[config.mk]
export PLATFORM = sky130hd
export DESIGN_NAME = mult_operand_sequencer
export DESIGN_NICKNAME = d
export VERILOG_FILES = /design/src/rtl/mult_operand_sequencer_pkg.sv /design/src/rtl/mult_operand_sequencer_fifo.sv /design/src/rtl/mult_operand_sequencer.sv
export SDC_FILE = /design/constraint.sdc
export NUM_CORES = 1
export LEC_CHECK = 0
export CAP_MARGIN = 15
export CORE_MARGIN = 5
export CORE_UTILIZATION = 36
export CTS_BUF_LIST = sky130_fd_sc_hd__clkbuf_2 sky130_fd_sc_hd__clkbuf_4 sky130_fd_sc_hd__clkbuf_8
export CTS_CLUSTER_SIZE = 8
export DETAILED_ROUTE_END_ITERATION = 7
export SETUP_SLACK_MARGIN = 0.05
export SLEW_MARGIN = 20
export SYNTH_ARGS = -nofsm -noshare
export SYNTH_HDL_FRONTEND = slang
export SYNTH_SLANG_ARGS = --single-unit
export TNS_END_PERCENT = 1
[constraint.sdc]
create_clock -name clock -period 7.39 [get_ports clock]
set_clock_uncertainty 0.2 [all_clocks]
set_input_delay 2.217 -clock clock [delete_from_list [all_inputs] [get_ports clock]]
set_output_delay 2.217 -clock clock [all_outputs]
set_load 0.01 [all_outputs]
[src/rtl/mult_operand_sequencer_pkg.sv]
// Shared types and defaults for the multiplier operand sequencer.
package mult_pkg;

    typedef enum logic [1:0] {IDLE, ISSUE, WAIT, DONE} seq_state_t;

    localparam int MULT_N_DEFAULT = 16;

endpackage

[src/rtl/mult_operand_sequencer_fifo.sv]
// Synchronous FIFO holding packed operand pairs; DEPTH must be a power of two.
module sync_fifo #(
    parameter int WIDTH = 32,
    parameter int DEPTH = 4
) (
    input  logic                     clock,
    input  logic                     reset_n,
    input  logic                     push,
    input  logic                     pop,
    input  logic [WIDTH-1:0]         wdata,
    output logic [WIDTH-1:0]         rdata,
    output logic [$clog2(DEPTH):0]   count,
    output logic                     full,
    output logic                     empty
);

    localparam int AW = $clog2(DEPTH);

    logic [WIDTH-1:0] mem [DEPTH];
    logic [AW-1:0]    wr_ptr_q;
    logic [AW-1:0]    rd_ptr_q;
    logic [AW:0]      count_q;

    // Pointers wrap naturally because DEPTH is a power of two.
    always_ff @(posedge clock or negedge reset_n) begin
        if (!reset_n) begin
            wr_ptr_q <= '0;
            rd_ptr_q <= '0;
            count_q  <= '0;
        end else begin
            if (push) wr_ptr_q <= wr_ptr_q + 1'b1;
            if (pop)  rd_ptr_q <= rd_ptr_q + 1'b1;
            unique case ({push, pop})
                2'b10:   count_q <= count_q + 1'b1;
                2'b01:   count_q <= count_q - 1'b1;
                default: count_q <= count_q;
            endcase
        end
    end

    always_ff @(posedge clock) begin
        if (push) mem[wr_ptr_q] <= wdata;
    end

    assign rdata = mem[rd_ptr_q];
    assign count = count_q;
    assign full  = (count_q == (AW+1)'(DEPTH));
    assign empty = (count_q == '0);

endmodule

[src/rtl/mult_operand_sequencer.sv]
// Feeds queued operand pairs to a shift-add multiplier one job at a time and
// registers each product. Optional accumulator: define MULT_SEQ_ACCUM_EN.
module mult_operand_sequencer
    import mult_pkg::*;
#(
    parameter int N            = MULT_N_DEFAULT,
    parameter int DEPTH        = 4,
    parameter int START_CYCLES = 2
) (
    input  logic                     clock,
    input  logic                     reset_n,
    input  logic                     in_valid,
    output logic                     in_ready,
    input  logic [N-1:0]             in_a,
    input  logic [N-1:0]             in_b,
    output logic                     mul_start,
    output logic [N-1:0]             mul_a,
    output logic [N-1:0]             mul_b,
    input  logic [2*N-1:0]           mul_p,
    input  logic                     mul_ready,
    output logic                     out_valid,
    input  logic                     out_ready,
    output logic [2*N-1:0]           out_p,
    output logic                     busy,
`ifdef MULT_SEQ_ACCUM_EN
    input  logic                     acc_clear,
    output logic [2*N+7:0]           acc,
`endif
    output logic [$clog2(DEPTH):0]   fifo_count
);

    localparam int CW = (START_CYCLES > 1) ? $clog2(START_CYCLES) : 1;
    localparam logic [CW-1:0] CNT_LAST = CW'(START_CYCLES - 1);

    seq_state_t       state_q, state_d;
    logic [CW-1:0]    cnt_q;
    logic             ready_q;
    logic [N-1:0]     mul_a_q, mul_b_q;
    logic [2*N-1:0]   out_p_q;
    logic             out_valid_q;

    logic             fifo_push, fifo_pop, fifo_full, fifo_empty;
    logic [2*N-1:0]   fifo_rdata;
    logic             capture, release_out;

    assign in_ready  = !fifo_full;
    assign fifo_push = in_valid && in_ready;

    sync_fifo #(
        .WIDTH (2*N),
        .DEPTH (DEPTH)
    ) u_fifo (
        .clock   (clock),
        .reset_n (reset_n),
        .push    (fifo_push),
        .pop     (fifo_pop),
        .wdata   ({in_a, in_b}),
        .rdata   (fifo_rdata),
        .count   (fifo_count),
        .full    (fifo_full),
        .empty   (fifo_empty)
    );

    always_ff @(posedge clock or negedge reset_n) begin
        if (!reset_n) state_q <= IDLE;
        else          state_q <= state_d;
    end

    always_comb begin
        state_d = state_q;
        unique case (state_q)
            IDLE:    if (fifo_pop)          state_d = ISSUE;
            ISSUE:   if (cnt_q == CNT_LAST) state_d = WAIT;
            WAIT:    if (capture)           state_d = DONE;
            DONE:    if (release_out)       state_d = IDLE;
            default:                        state_d = IDLE;
        endcase
    end

    // A new job is held back while a product is still waiting for the consumer.
    always_comb begin
        mul_start   = (state_q == ISSUE);
        fifo_pop    = (state_q == IDLE) && !fifo_empty && !out_valid_q;
        capture     = (state_q == WAIT) && mul_ready && !ready_q;
        release_out = (state_q == DONE) && out_valid_q && out_ready;
    end

    always_ff @(posedge clock or negedge reset_n) begin
        if (!reset_n) begin
            cnt_q       <= '0;
            ready_q     <= 1'b0;
            mul_a_q     <= '0;
            mul_b_q     <= '0;
            out_p_q     <= '0;
            out_valid_q <= 1'b0;
        end else begin
            ready_q <= mul_ready;
            if (fifo_pop) begin
                mul_a_q <= fifo_rdata[2*N-1:N];
                mul_b_q <= fifo_rdata[N-1:0];
                cnt_q   <= '0;
            end else if (state_q == ISSUE) begin
                cnt_q <= cnt_q + 1'b1;
            end
            if (capture) begin
                out_p_q     <= mul_p;
                out_valid_q <= 1'b1;
            end else if (release_out) begin
                out_valid_q <= 1'b0;
            end
        end
    end

    assign mul_a     = mul_a_q;
    assign mul_b     = mul_b_q;
    assign out_p     = out_p_q;
    assign out_valid = out_valid_q;
    assign busy      = (state_q != IDLE) || !fifo_empty;

`ifdef MULT_SEQ_ACCUM_EN
    logic [2*N+7:0] acc_q;

    // A capture coinciding with a clear restarts the sum from the new product.
    always_ff @(posedge clock or negedge reset_n) begin
        if (!reset_n) begin
            acc_q <= '0;
        end else if (capture) begin
            acc_q <= acc_clear ? {8'b0, mul_p} : acc_q + {8'b0, mul_p};
        end else if (acc_clear) begin
            acc_q <= '0;
        end
    end

    assign acc = acc_q;
`endif

endmodule

# Word-level counts from Yosys, hierarchy flattened
# Memory sizes are Yosys's and may differ from the RTL's. A register that Yosys moved wholly into a read port is not among the register bits.
# Index checks and enable logic that the tools add are counted.
[word_totals] register_bits=44 ramBits=128 input_bits=69 out_inout_bits=71 elab_cells=56 n_memories=1
[op_classes] n_addsub=5 eq_ne=10 mux=12 n_reduce_logical=20
[memory_table] memory="u_fifo.mem" words=4 width=32 read_ports=1 rd_clocked_by_memory_dff=1 write_ports=1 line_no="mult_operand_sequencer_fifo.sv:19" text="logic [WIDTH-1:0] mem [DEPTH];"
[op_table] cell="2-bit 2-to-1 mux" count=4
[op_table] cell="2-bit case mux with 4 select lines" count=1
[op_table] cell="2-bit nonzero test" count=4
[op_table] cell="1-bit logical AND" count=7
[op_table] cell="2-bit == test (second input constant)" count=3
[op_table] cell="1-bit 2-to-1 mux" count=6
[op_table] cell="3-bit case mux with 2 select lines" count=1
[op_table] cell="1-bit zero test" count=5
[op_table] cell="2-bit by 1-bit adder with 2-bit output (second input constant)" count=2
[op_table] cell="2-bit by 1-bit == test with 1-bit output (second input constant)" count=2
[op_table] cell="2-bit by 1-bit inequality test with 1-bit output (second input constant)" count=2
[op_table] cell="2-bit inequality test (second input constant)" count=2
[op_table] cell="4-bit AND reduction" count=1
[op_table] cell="3-bit by 1-bit adder with 3-bit output (second input constant)" count=1
[op_table] cell="3-bit == test (second input constant)" count=1
[op_table] cell="3-bit zero test" count=1
[op_table] cell="3-bit by 1-bit subtractor with 3-bit output (second input constant)" count=1
[op_table] cell="2-bit zero test" count=1
[op_table] cell="1-bit adder (second input constant)" count=1
[op_table] cell="1-bit logical OR" count=1

# Longest topological paths before layout
# Gate-level depths: netlist of the first run.
[depth] word_depth=6 mapped_depth=11 ltp_nobuf=10

# Cells and area by module
# Synthesis of the first run repeated with hierarchy kept, for this count alone.
[hier_totals] hier_cells=369 area_unflattened_um2=7783.7
[modules_own_cells] module="sync_fifo" n_inst=1 cells_per_inst=205 area_per_inst_um2=5063.6 seq_area_each_um2=4018.9
[modules_own_cells] module="mult_operand_sequencer" n_inst=1 cells_per_inst=164 area_per_inst_um2=2720.1 seq_area_each_um2=1726.7

# Least setup slack after synthesis of the first run
# OpenSTA, ideal clock, no wires.
[synth_path] path_kind="input to register" startpoint="input in_valid" endpoint="register u_fifo.count_q[2], in the netlist u_fifo.count[2]" setup_ns=0.079 arrival_time_ns=3.384 t_required_ns=7.111 slack_ns=3.727 cell_stages=8 path_buffers=0 cell_sequence="and2_1 -> inv_1 -> ha_1 -> inv_1 -> fa_1 -> xor2_1 -> nor2_1 -> xor2_1"
[synth_between] elab_chain_len=3 elab_cells_between_ends=5 classes_between="eq/ne (2); mux (1); reduce/logical (2)"
[synth_lines] item="start, declared" line_no="mult_operand_sequencer.sv:12" text="input logic in_valid,"
[synth_lines] item="1-bit logical AND *" line_no="mult_operand_sequencer.sv:47" text="assign fifo_push = in_valid && in_ready;"
[synth_lines] item="2-bit by 1-bit == test with 1-bit output or 2-bit == test (tied branches)" line_no="mult_operand_sequencer_fifo.sv:33" text="unique case ({push, pop})"
[synth_lines] item="3-bit case mux with 2 select lines or 2-bit nonzero test (tied branches)"
[synth_lines] item="end signal, assigned" line_no="mult_operand_sequencer_fifo.sv:34" text="2'b10: count_q <= count_q + 1'b1;"
[synth_lines] item="end signal, assigned" line_no="mult_operand_sequencer_fifo.sv:35" text="2'b01: count_q <= count_q - 1'b1;"
[synth_lines] item="end signal, assigned" line_no="mult_operand_sequencer_fifo.sv:36" text="default: count_q <= count_q;"
[synth_lines] item="end, declared" line_no="mult_operand_sequencer_fifo.sv:22" text="logic [AW:0] count_q;"
# Every way passes the cells marked *; elsewhere a longest branch is shown, timed or not.
# A chain may end at the register's enable or synchronous reset.

# Worst setup path after layout of the first run
[layout_path] startpoint="register state_q[0]" endpoint="output busy"
[layout_between] elab_chain_len=2
[layout_lines] item="start, declared" line_no="mult_operand_sequencer.sv:35" text="seq_state_t state_q, state_d;"
[layout_lines] item="start signal, assigned" line_no="mult_operand_sequencer.sv:66" text="else state_q <= state_d;"
[layout_lines] item="2-bit nonzero test" line_no="mult_operand_sequencer.sv:118" text="assign busy = (state_q != IDLE) || !fifo_empty;"
[layout_lines] item="1-bit logical OR" line_no="mult_operand_sequencer.sv:118"
[layout_lines] item="end, declared" line_no="mult_operand_sequencer.sv:24" text="output logic busy,"
# No other way between the ends.

==> results of run 1 <==
[cell usage in the layout, fill, tap and decap left out, types with 2 or more instances in the layout]
cell	instances
and3_2	4
buf_4	2
clkbuf_4	16
clkbuf_8	38
clkdlybuf4s50_1	138
clkinv_1	5
clkinv_2	3
dfrtp_1	74
dfrtp_2	2
edfxtp_1	128
ha_1	9
inv_1	9
mux2_2	66
mux4_2	32
nand2_1	7
nor2_1	2
xnor2_1	5
xor2_1	2
[path summary, 6_finish.rpt]
| check | cells after the start | from | slack [ns] | end |
|---|---|---|---|---|
| worst max-delay path | 4 | state_q[0] | 3.10 | busy |
| worst min-delay path | 1 | out_p[5] | 0.30 | out_p[5] |
| worst max register to register | 10 | state_q[0] | 4.09 | u_fifo.count[2] |
| worst min register to register | 1 | out_p[5] | 0.30 | out_p[5] |
| min in group asynchronous | 1 | reset_n | 1.52 | out_p[22] |
| max in group asynchronous | 1 | reset_n | 4.90 | u_fifo.rd_ptr_q[1] |
[stage by stage]
| stage | total power, W | instance area [um^2] | cells | util | hold slack (ns) |
|---|---|---|---|---|---|
| after detailed placement | 0.003238 | 9336 | 768 | 0.4441 | 0.2922 |
| after floorplan | 0.002584 | 7670 | 366 | - | 0.3010 |
| after CTS | 0.004241 | 10030 | 832 | 0.4771 | 0.3052 |
| final | 0.004153 | 10040 | 833 | 0.4774 | 0.3018 |
| after global placement | 0.003186 | 9336 | 768 | 0.4441 | 0.2858 |
| after global routing | 0.004413 | 10030 | 832 | 0.4773 | 0.3209 |
[area by class of cell]
class	count	area, um^2	share of cell area
Antenna cell	1	2.502	0.0002493
Multi-Input combinational cell	138	1803	0.1797
Clock inverter	10	50.05	0.004987
Clock buffer	54	643.1	0.06408
Sequential cell	204	5748	0.5727
Inverter	10	37.54	0.003740
Tap cell	275	344.1	0.03428
Timing Repair Buffer	141	1408	0.1403
[sequential cells by signal, indices dropped and copies added (netlist names)]
register / count
u_fifo.mem: 128
out_p: 32
mul_a: 16
mul_b: 16
u_fifo.count: 3
state_q: 2
u_fifo.rd_ptr_q: 2
u_fifo.wr_ptr_q: 2
cnt_q: 1
out_valid: 1
ready_q: 1
[cells by family after synthesis]
| logic type | Yosys count | synth area share |
|---|---|---|
| compound gates | 4 | 0.005219 |
| xor+xnor | 7 | 0.007994 |
| fa+ha+maj | 10 | 0.01729 |
| buf+inv | 24 | 0.01647 |
| flops | 204 | 0.7491 |
| mux | 98 | 0.1909 |
| simple gates | 19 | 0.01305 |
[where the power goes]
part	internal [W]	total (W)	switching (W)
registers	0.00159	0.00177	0.000177
logic	0.000823	0.00140	0.000580
clock network	0.000556	0.000981	0.000425
[routing by layer]
metal / routed length (um) / share of wire / vias up
li1: - / - / 1760
met1: 6411 / 0.43 / 1968
met4: 355 / 0.024 / 0
met3: 1105 / 0.073 / 32
met2: 7166 / 0.48 / 157
met5: 0 / 0 / -
==> impl_metrics.csv, run 1 <==
group,metric,value,unit
status,outcome,"complete, no violations",
global_routing,grt_pass1_wl,23930,um
worst_setup_path,crit_arrival,1.88,ns
yosys,syn_nets,445,
yosys,synth_top_area_share,0.5011,
yosys,synth-seq-area-share,0.7491,
yosys,synth_top_area_cell,"edfxtp_1",
placed_design,dpl_worst_slack,3.105,ns
worst_setup_path,start_kind,"flop",
sta,hold_viol,0,
min_path,hp-class,"flop to flop",
global_routing,grt_pass1_vias,4316,
die,initial_utilization,0.3649,
global_routing,antenna_found_initial,0,
clocking,clock_latency,0.50,ns
job,max-cap-violations,0,
global_routing,use_met3,0.03467,
clocking,cts_hold_buf,0,
worst_setup_path,cpLargestDelayFamily,"buffers and inverters",
global_routing,gr-total-overflow,0,
die,fp.dieArea,24320,um^2
global_routing,grt_max_degree,77,
sta,post-route-min-period,4.293,ns
placed_design,place_hpwl,9407,um
global_routing,grtUsageTotal,0.1264,
finish,drive_gt1_frac,0.3052,
yosys,yosys_warnings,0,
placed_design,portBuffers,139,
sta,finalCritPeriodShare,0.5809,
finish,area_growth,30.85,%
route,dr.first_iter.drc_count,150,
power_and_ir_drop,cellPowerDensity,413.9,nW/um^2
sta,max_freq,0.2330,GHz
sta,worst_pin_slew,0.8901,ns
clocking,h-tree-depth,2,
yosys,synth_commonest_cells,"128 x edfxtp_1, 76 x dfrtp_1, 66 x mux2_2",
global_routing,grt_use_met2,0.2053,
sta,worst_slack,3.097,ns
worst_setup_path,endpoint_kind,"output port",
worst_setup_path,slowest_stage,"clkdlybuf4s50_1",
global_routing,grt_busiest_layer,"met2",
worst_setup_path,slowest_delay,0.56,ns
yosys,syn_inst,366,
route,wl,15040,um
finish,fillCellCount,1806,
route,vias,3917,
clocking,clock-sinks,204,
worst_setup_path,cp.required,4.97,ns
yosys,ys_async_sr_fraction,0.3725,
clocking,clock-root-buffer,"clkbuf_8",
route,drc,0,
finish,num-nets-final,609,
worst_setup_path,worstPathCellList,"inv_1 > ha_1 > nand2_1 > clkdlybuf4s50_1",
yosys,yosysMostFrequentCell,"edfxtp_1",
route,ant_nets,0,
yosys,ys_top_cells_by_area,"edfxtp_1 50%, dfrtp_1 25%, mux2_2 9.7%",
sta,setup_viol,0,
power_and_ir_drop,p_leak,3.675,nW
yosys,postSynthAreaPerCell,20.96,um^2
die,die_h,156.0,um
route,vias_per_cell,4.702,
sta,slew_violations,0,
die,io_pins,140,
sta,maxSlewHeadroom,0.4066,
power_and_ir_drop,max-vdd-ir-drop,0.0002230,V
clocking,post_cts.repair.setup_buffers,0,
sta,rsz0062_at_grt,"false",
route,dr.pass1.iters,4,
worst_setup_path,path_buf_inv,2,
die,fp.dieW,156.0,um
worst_setup_path,path_class,"flop to output port",
worst_setup_path,crit_fanout,4,
clocking,cts_buffer_depth,3,
route,wl_per_cell,18.05,um
die,row_count,53,
clocking,cts_made_buffers,35,
sta,setup_tns,0,ns
clocking,path_clk_slew,0.05,ns
placed_design,place.gp.congestion,0.7263,
yosys,synth-main-ff-cell,"edfxtp_1",
yosys,yosysUniqueCellTypes,28,
yosys,synth_edf_count,128,
clocking,cts_tree,"built",
die,core-area,21020,um^2
yosys,synth-seq-cells,204,
global_routing,met1_usage,0.1642,
clocking,cts_resized,0,
yosys,syn_area,7670,um^2
No activity file was read; power rests on OpenSTA's default activity.
==> run 2, diff against run 1 <==
==> constraint.sdc (replaced) <==
create_clock -name clock -period 3.6 [get_ports clock]
set_clock_uncertainty 0.2 [all_clocks]
set_input_delay 1.08 -clock clock [delete_from_list [all_inputs] [get_ports clock]]
set_output_delay 1.08 -clock clock [all_outputs]
set_load 0.01 [all_outputs]
==> impl_metrics.csv, run 2 (synthesized netlist as in run 1, its figures left out) <==
group,metric,value,unit
status,outcome,"complete, no violations",
worst_setup_path,timing.rr.start,"state_q[0]",
clocking,clock-root-buffer,"clkbuf_8",
power_and_ir_drop,internal_power,0.006242,W
worst_setup_path,path_class,"flop to output port",
finish,mostFrequentLayoutCells,"138 x clkdlybuf4s50_1, 128 x edfxtp_1, 74 x dfrtp_1",
placed_design,place.gp.congestion,0.7487,
global_routing,grt_max_degree,35,
clocking,cts_buffer_depth,3,
sta,setup_viol,0,
worst_setup_path,worstPathCellList,"inv_1 > ha_1 > nand2_1 > clkdlybuf4s50_1",
worst_setup_path,endpoint_kind,"output port",
die,die_h,156.0,um
route,vias,3963,
power_and_ir_drop,cellPowerDensity,853.5,nW/um^2
finish,design_area,10160,um^2
global_routing,gr-total-overflow,0,
global_routing,grtUsageTotal,0.1280,
die,fp.dieW,156.0,um
placed_design,place_hpwl,10050,um
sta,post-route-min-period,3.148,ns
route,wl,15310,um
worst_setup_path,cp.required,2.32,ns
die,io_pins,140,
placed_design,placedInstanceArea,9434,um^2
sta,rsz0062_at_grt,"false",
power_and_ir_drop,swShare,0.2803,
clocking,h-tree-depth,2,
finish,top_register,"u_fifo.mem",
finish,drive_gt1_frac,0.3204,
clocking,cts_tree,"built",
min_path,hp-class,"flop to flop",
finish,num-nets-final,623,
power_and_ir_drop,max-vdd-ir-drop,0.0003893,V
sta,maxSlewHeadroom,0.4016,
placed_design,portBuffers,139,
die,core-area,21020,um^2
die,row_count,53,
clocking,path_clk_slew,0.05,ns
worst_setup_path,crit_start,"state_q[0]",
die,initial_utilization,0.3649,
power_and_ir_drop,p_leak,3.753,nW
clocking,cts_made_buffers,36,
sta,slew_violations,0,
sta,max_freq,0.3176,GHz
clocking,cts_resized,0,
global_routing,grt_pass1_vias,4427,
worst_setup_path,start_kind,"flop",
route,drc,0,
finish,largest_reg_flops,128,
global_routing,antenna_found_initial,1,
finish,area_growth,32.50,%
clocking,cts_hold_buf,0,
worst_setup_path,crit_fanout,4,
die,fp.dieArea,24320,um^2
route,wl_per_cell,18.16,um
min_path,hp-start,"mul_a[5]",
sta,worst_pin_slew,0.8976,ns
route,dr.pass1.iters,4,
global_routing,grt_pass1_wl,24320,um
power_and_ir_drop,combPwrFrac,0.333,
route,ant_nets,0,
power_and_ir_drop,pwr-share-clk,0.244,
sta,setup_tns,0,ns
worst_setup_path,crit_arrival,1.87,ns
sta,finalCritPeriodShare,0.8745,
power_and_ir_drop,pwr-share-seq,0.423,
clocking,clock_latency,0.51,ns
sta,hold_viol,0,
job,max-cap-violations,0,
clocking,post_cts.repair.setup_buffers,0,
route,dr.first_iter.drc_count,264,
finish,final_common_cell,"clkdlybuf4s50_1",
route,vias_per_cell,4.701,
clocking,clock-sinks,204,
worst_setup_path,slowest_delay,0.56,ns
power_and_ir_drop,switchingPower,0.002431,W
finish,num_antenna_cells,0,
worst_setup_path,reg2reg_slack,1.09,ns
worst_setup_path,slowest_stage,"clkdlybuf4s50_1",
==> run 2: changes by cell type in the layout (fill, tap and decap cells not counted) <==
| cell | change |
|---|---|
| diode_2 | -1 |
| clkbuf_8 | +3 |
| clkbuf_4 | -3 |
| buf_6 | -1 |
| clkinv_2 | -2 |
| buf_4 | +14 |
| clkinv_1 | -1 |
| bufinv_16 | +1 |
==> run 2: per-layer routing <==
layer / up-vias / part of all wire / global-route usage / routed length, um
met4: 2 / 0.022 / 0.04669 / 340
met5: - / 0.00085 / 0 / 13
met1: 2008 / 0.42 / 0.1659 / 6502
met2: 144 / 0.47 / 0.2034 / 7257
met3: 29 / 0.078 / 0.04078 / 1191
li1: 1780 / - / - / -
==> run 2: worst max-delay path: cells and delay by family (launching register included) <==
kind	cells	cell delay, ns
fa+ha+maj	1	0.24
flops	1	0.39
simple gates	1	0.09
buf+inv	2	0.64
==> run 2: through the flow <==
step	utilization	hold slack, ns	std cells	total power, W	setup WS, ns
finish	0.4834	0.3007	843	0.008674	0.4516
global route	0.4834	0.3134	843	0.009224	0.3424
CTS	0.4834	0.3079	843	0.008860	0.3902
detailed placement	0.4488	0.2944	781	0.006696	0.4895
global placement	0.4488	0.2877	781	0.006607	0.5186
floorplan	-	0.3010	366	0.005304	0.9782
==> run 2: area by class of cell <==
class / instances / area, um^2
Clock buffer: 54 / 661.9
Tap cell: 275 / 344.1
Multi-Input combinational cell: 138 / 1803
Fill cell: 1757 / 10860
Sequential cell: 204 / 5748
Inverter: 10 / 37.54
Clock inverter: 8 / 66.31
Timing Repair Buffer: 154 / 1501
==> run 2: power by group through the flow <==
stage	logic, W	registers [W]	clock network, W
floorplan	0.00156	0.00375	0
global placement	0.00292	0.00369	0
detailed placement	0.00296	0.00374	0
CTS	0.00297	0.00370	0.00220
global route	0.00313	0.00378	0.00231
finish	0.00289	0.00367	0.00211
==> run 2: path summary, 6_finish.rpt <==
check	end	cells after the start
max	busy	4
min	mul_a[5]	1
max reg2reg	u_fifo.count[2]	10
min reg2reg	mul_a[5]	1
max in group asynchronous	u_fifo.rd_ptr_q[0]	2
min in group asynchronous	mul_a[12]	1
==> run 3, diff against run 2 <==
--- a/config.mk
+++ b/config.mk
@@ -5,7 +5,6 @@
 export SDC_FILE = /design/constraint.sdc
 export NUM_CORES = 1
 export LEC_CHECK = 0
-export CAP_MARGIN = 15
 export CORE_MARGIN = 5
 export CORE_UTILIZATION = 36
 export CTS_BUF_LIST = sky130_fd_sc_hd__clkbuf_2 sky130_fd_sc_hd__clkbuf_4 sky130_fd_sc_hd__clkbuf_8
==> constraint.sdc (replaced) <==
create_clock -name clock -period 3.35 [get_ports clock]
set_clock_uncertainty 0.2 [all_clocks]
set_input_delay 1.005 -clock clock [delete_from_list [all_inputs] [get_ports clock]]
set_output_delay 1.005 -clock clock [all_outputs]
set_load 0.01 [all_outputs]
==> impl_metrics.csv, run 3 (synthesized netlist as in run 1, its figures left out) <==
group,metric,value,unit
status,outcome,"complete, no violations",
power_and_ir_drop,p_leak,3.710,nW
sta,finalCritPeriodShare,0.9088,
route,wl_per_cell,18.33,um
die,core-area,21020,um^2
job,max-cap-violations,0,
die,initial_utilization,0.3649,
route,dr.first_iter.drc_count,126,
placed_design,placedInstanceArea,9464,um^2
clocking,post_cts.repair.setup_buffers,0,
finish,mostFrequentLayoutCells,"138 x clkdlybuf4s50_1, 128 x edfxtp_1, 74 x dfrtp_1",
global_routing,grtUsageTotal,0.1282,
clocking,cts_resized,0,
finish,area_growth,31.96,%
route,vias,3941,
finish,largest_reg_flops,128,
sta,setup_tns,0,ns
global_routing,grt_pass1_vias,4368,
placed_design,place_hpwl,9228,um
route,dr.pass1.iters,4,
clocking,clock_latency,0.50,ns
route,wl,15330,um
die,die_h,156.0,um
clocking,clock-root-buffer,"clkbuf_8",
sta,setup_viol,0,
die,row_count,53,
sta,worst_slack,0.3056,ns
clocking,cts_made_buffers,36,
global_routing,grt_pass1_wl,24290,um
global_routing,grt_max_degree,40,
sta,max_freq,0.3285,GHz
worst_setup_path,path_class,"flop to output port",
clocking,cts_hold_buf,0,
finish,final_common_cell,"clkdlybuf4s50_1",
sta,worst_pin_slew,0.9199,ns
worst_setup_path,endpoint_kind,"output port",
placed_design,portBuffers,139,
route,ant_nets,0,
worst_setup_path,start_kind,"flop",
worst_setup_path,crit_arrival,1.84,ns
sta,rsz0062_at_grt,"false",
sta,maxSlewHeadroom,0.3867,
clocking,path_clk_slew,0.05,ns
die,fp.dieW,156.0,um
min_path,hp-class,"primary input to async pin",
finish,drive_gt1_frac,0.3030,
power_and_ir_drop,cellPowerDensity,906.5,nW/um^2
sta,post-route-min-period,3.044,ns
finish,design_area,10120,um^2
power_and_ir_drop,max-vdd-ir-drop,0.0004069,V
finish,num-nets-final,617,
sta,slew_violations,0,
die,fp.dieArea,24320,um^2
finish,utilization,0.4815,
clocking,cts_buffer_depth,3,
clocking,h-tree-depth,2,
placed_design,dpl_worst_slack,0.3192,ns
route,vias_per_cell,4.714,
worst_setup_path,cp.required,2.14,ns
clocking,clock-sinks,204,
clocking,cts_tree,"built",
worst_setup_path,crit_fanout,4,
die,io_pins,140,
global_routing,gr-total-overflow,0,
global_routing,antenna_found_initial,1,
finish,num_antenna_cells,0,
placed_design,place.gp.congestion,0.7385,
finish,top_register,"u_fifo.mem",
sta,hold_viol,0,
route,drc,0,
worst_setup_path,rr_worst_depth,10,
finish,fillCellCount,1786,
sta,holdWs,0.2024,ns
## run 3: cell count changes in the layout (fill, tap and decap cells not counted)
cell | previous run | this run
buf_12 | 0 | 6
buf_4 | 16 | 4
bufinv_16 | 1 | 0
clkbuf_4 | 13 | 12
clkbuf_8 | 41 | 38
clkinv_1 | 4 | 9
clkinv_2 | 1 | 2
clkinvlp_4 | 1 | 0
inv_6 | 1 | 0
## run 3: path summary, 6_finish.rpt
kind / startpoint / to / slack (ns)
setup / recovery: state_q[0] / busy / 0.31
hold / removal: reset_n / mul_a[7] / 0.20
setup reg to reg: state_q[0] / u_fifo.count[2] / 0.81
hold reg to reg: out_p[15] / out_p[15] / 0.30
max in group asynchronous: reset_n / mul_b[4] / 2.14
min in group clock: out_p[15] / out_p[15] / 0.30
## run 3: metrics by stage
stage | power (W) | instances
after floorplan | 0.005700 | 366
after global placement | 0.007146 | 775
after detailed placement | 0.007245 | 775
after CTS | 0.009385 | 836
after global routing | 0.009774 | 836
final | 0.009175 | 836
## run 3: routing by layer
metal | vias up | wire, um | part of all wire | GRT usage
met4 | 2 | 346 | 0.023 | 0.04460
met3 | 37 | 1222 | 0.080 | 0.04078
met2 | 139 | 7318 | 0.48 | 0.2108
li1 | 1768 | - | - | -
met5 | - | 13 | 0.00085 | 0
met1 | 1995 | 6426 | 0.42 | 0.1607
## run 3: report_power, final
part	leakage (nW)	total, W	switching [W]	internal (W)
combinational	1.29	0.00310	0.00121	0.00189
sequential	2.07	0.00398	0.000471	0.00351
clock	0.350	0.00209	0.000921	0.00117
## run 3: layout make-up
cell class / count / area, um^2 / share of cell area
Timing Repair Buffer: 148 / 1531 / 0.1513
Sequential cell: 204 / 5748 / 0.5679
Inverter: 10 / 37.54 / 0.003709
Multi-Input combinational cell: 138 / 1803 / 0.1781
Clock inverter: 11 / 43.79 / 0.004327
Tap cell: 275 / 344.1 / 0.03400
Clock buffer: 50 / 613.1 / 0.06058
## run 3: worst max-delay path, stage by stage, from the launching register on
cell	delay (ns)
dfrtp_1	0.40
inv_1	0.08
ha_1	0.24
nand2_1	0.08
clkdlybuf4s50_1	0.55
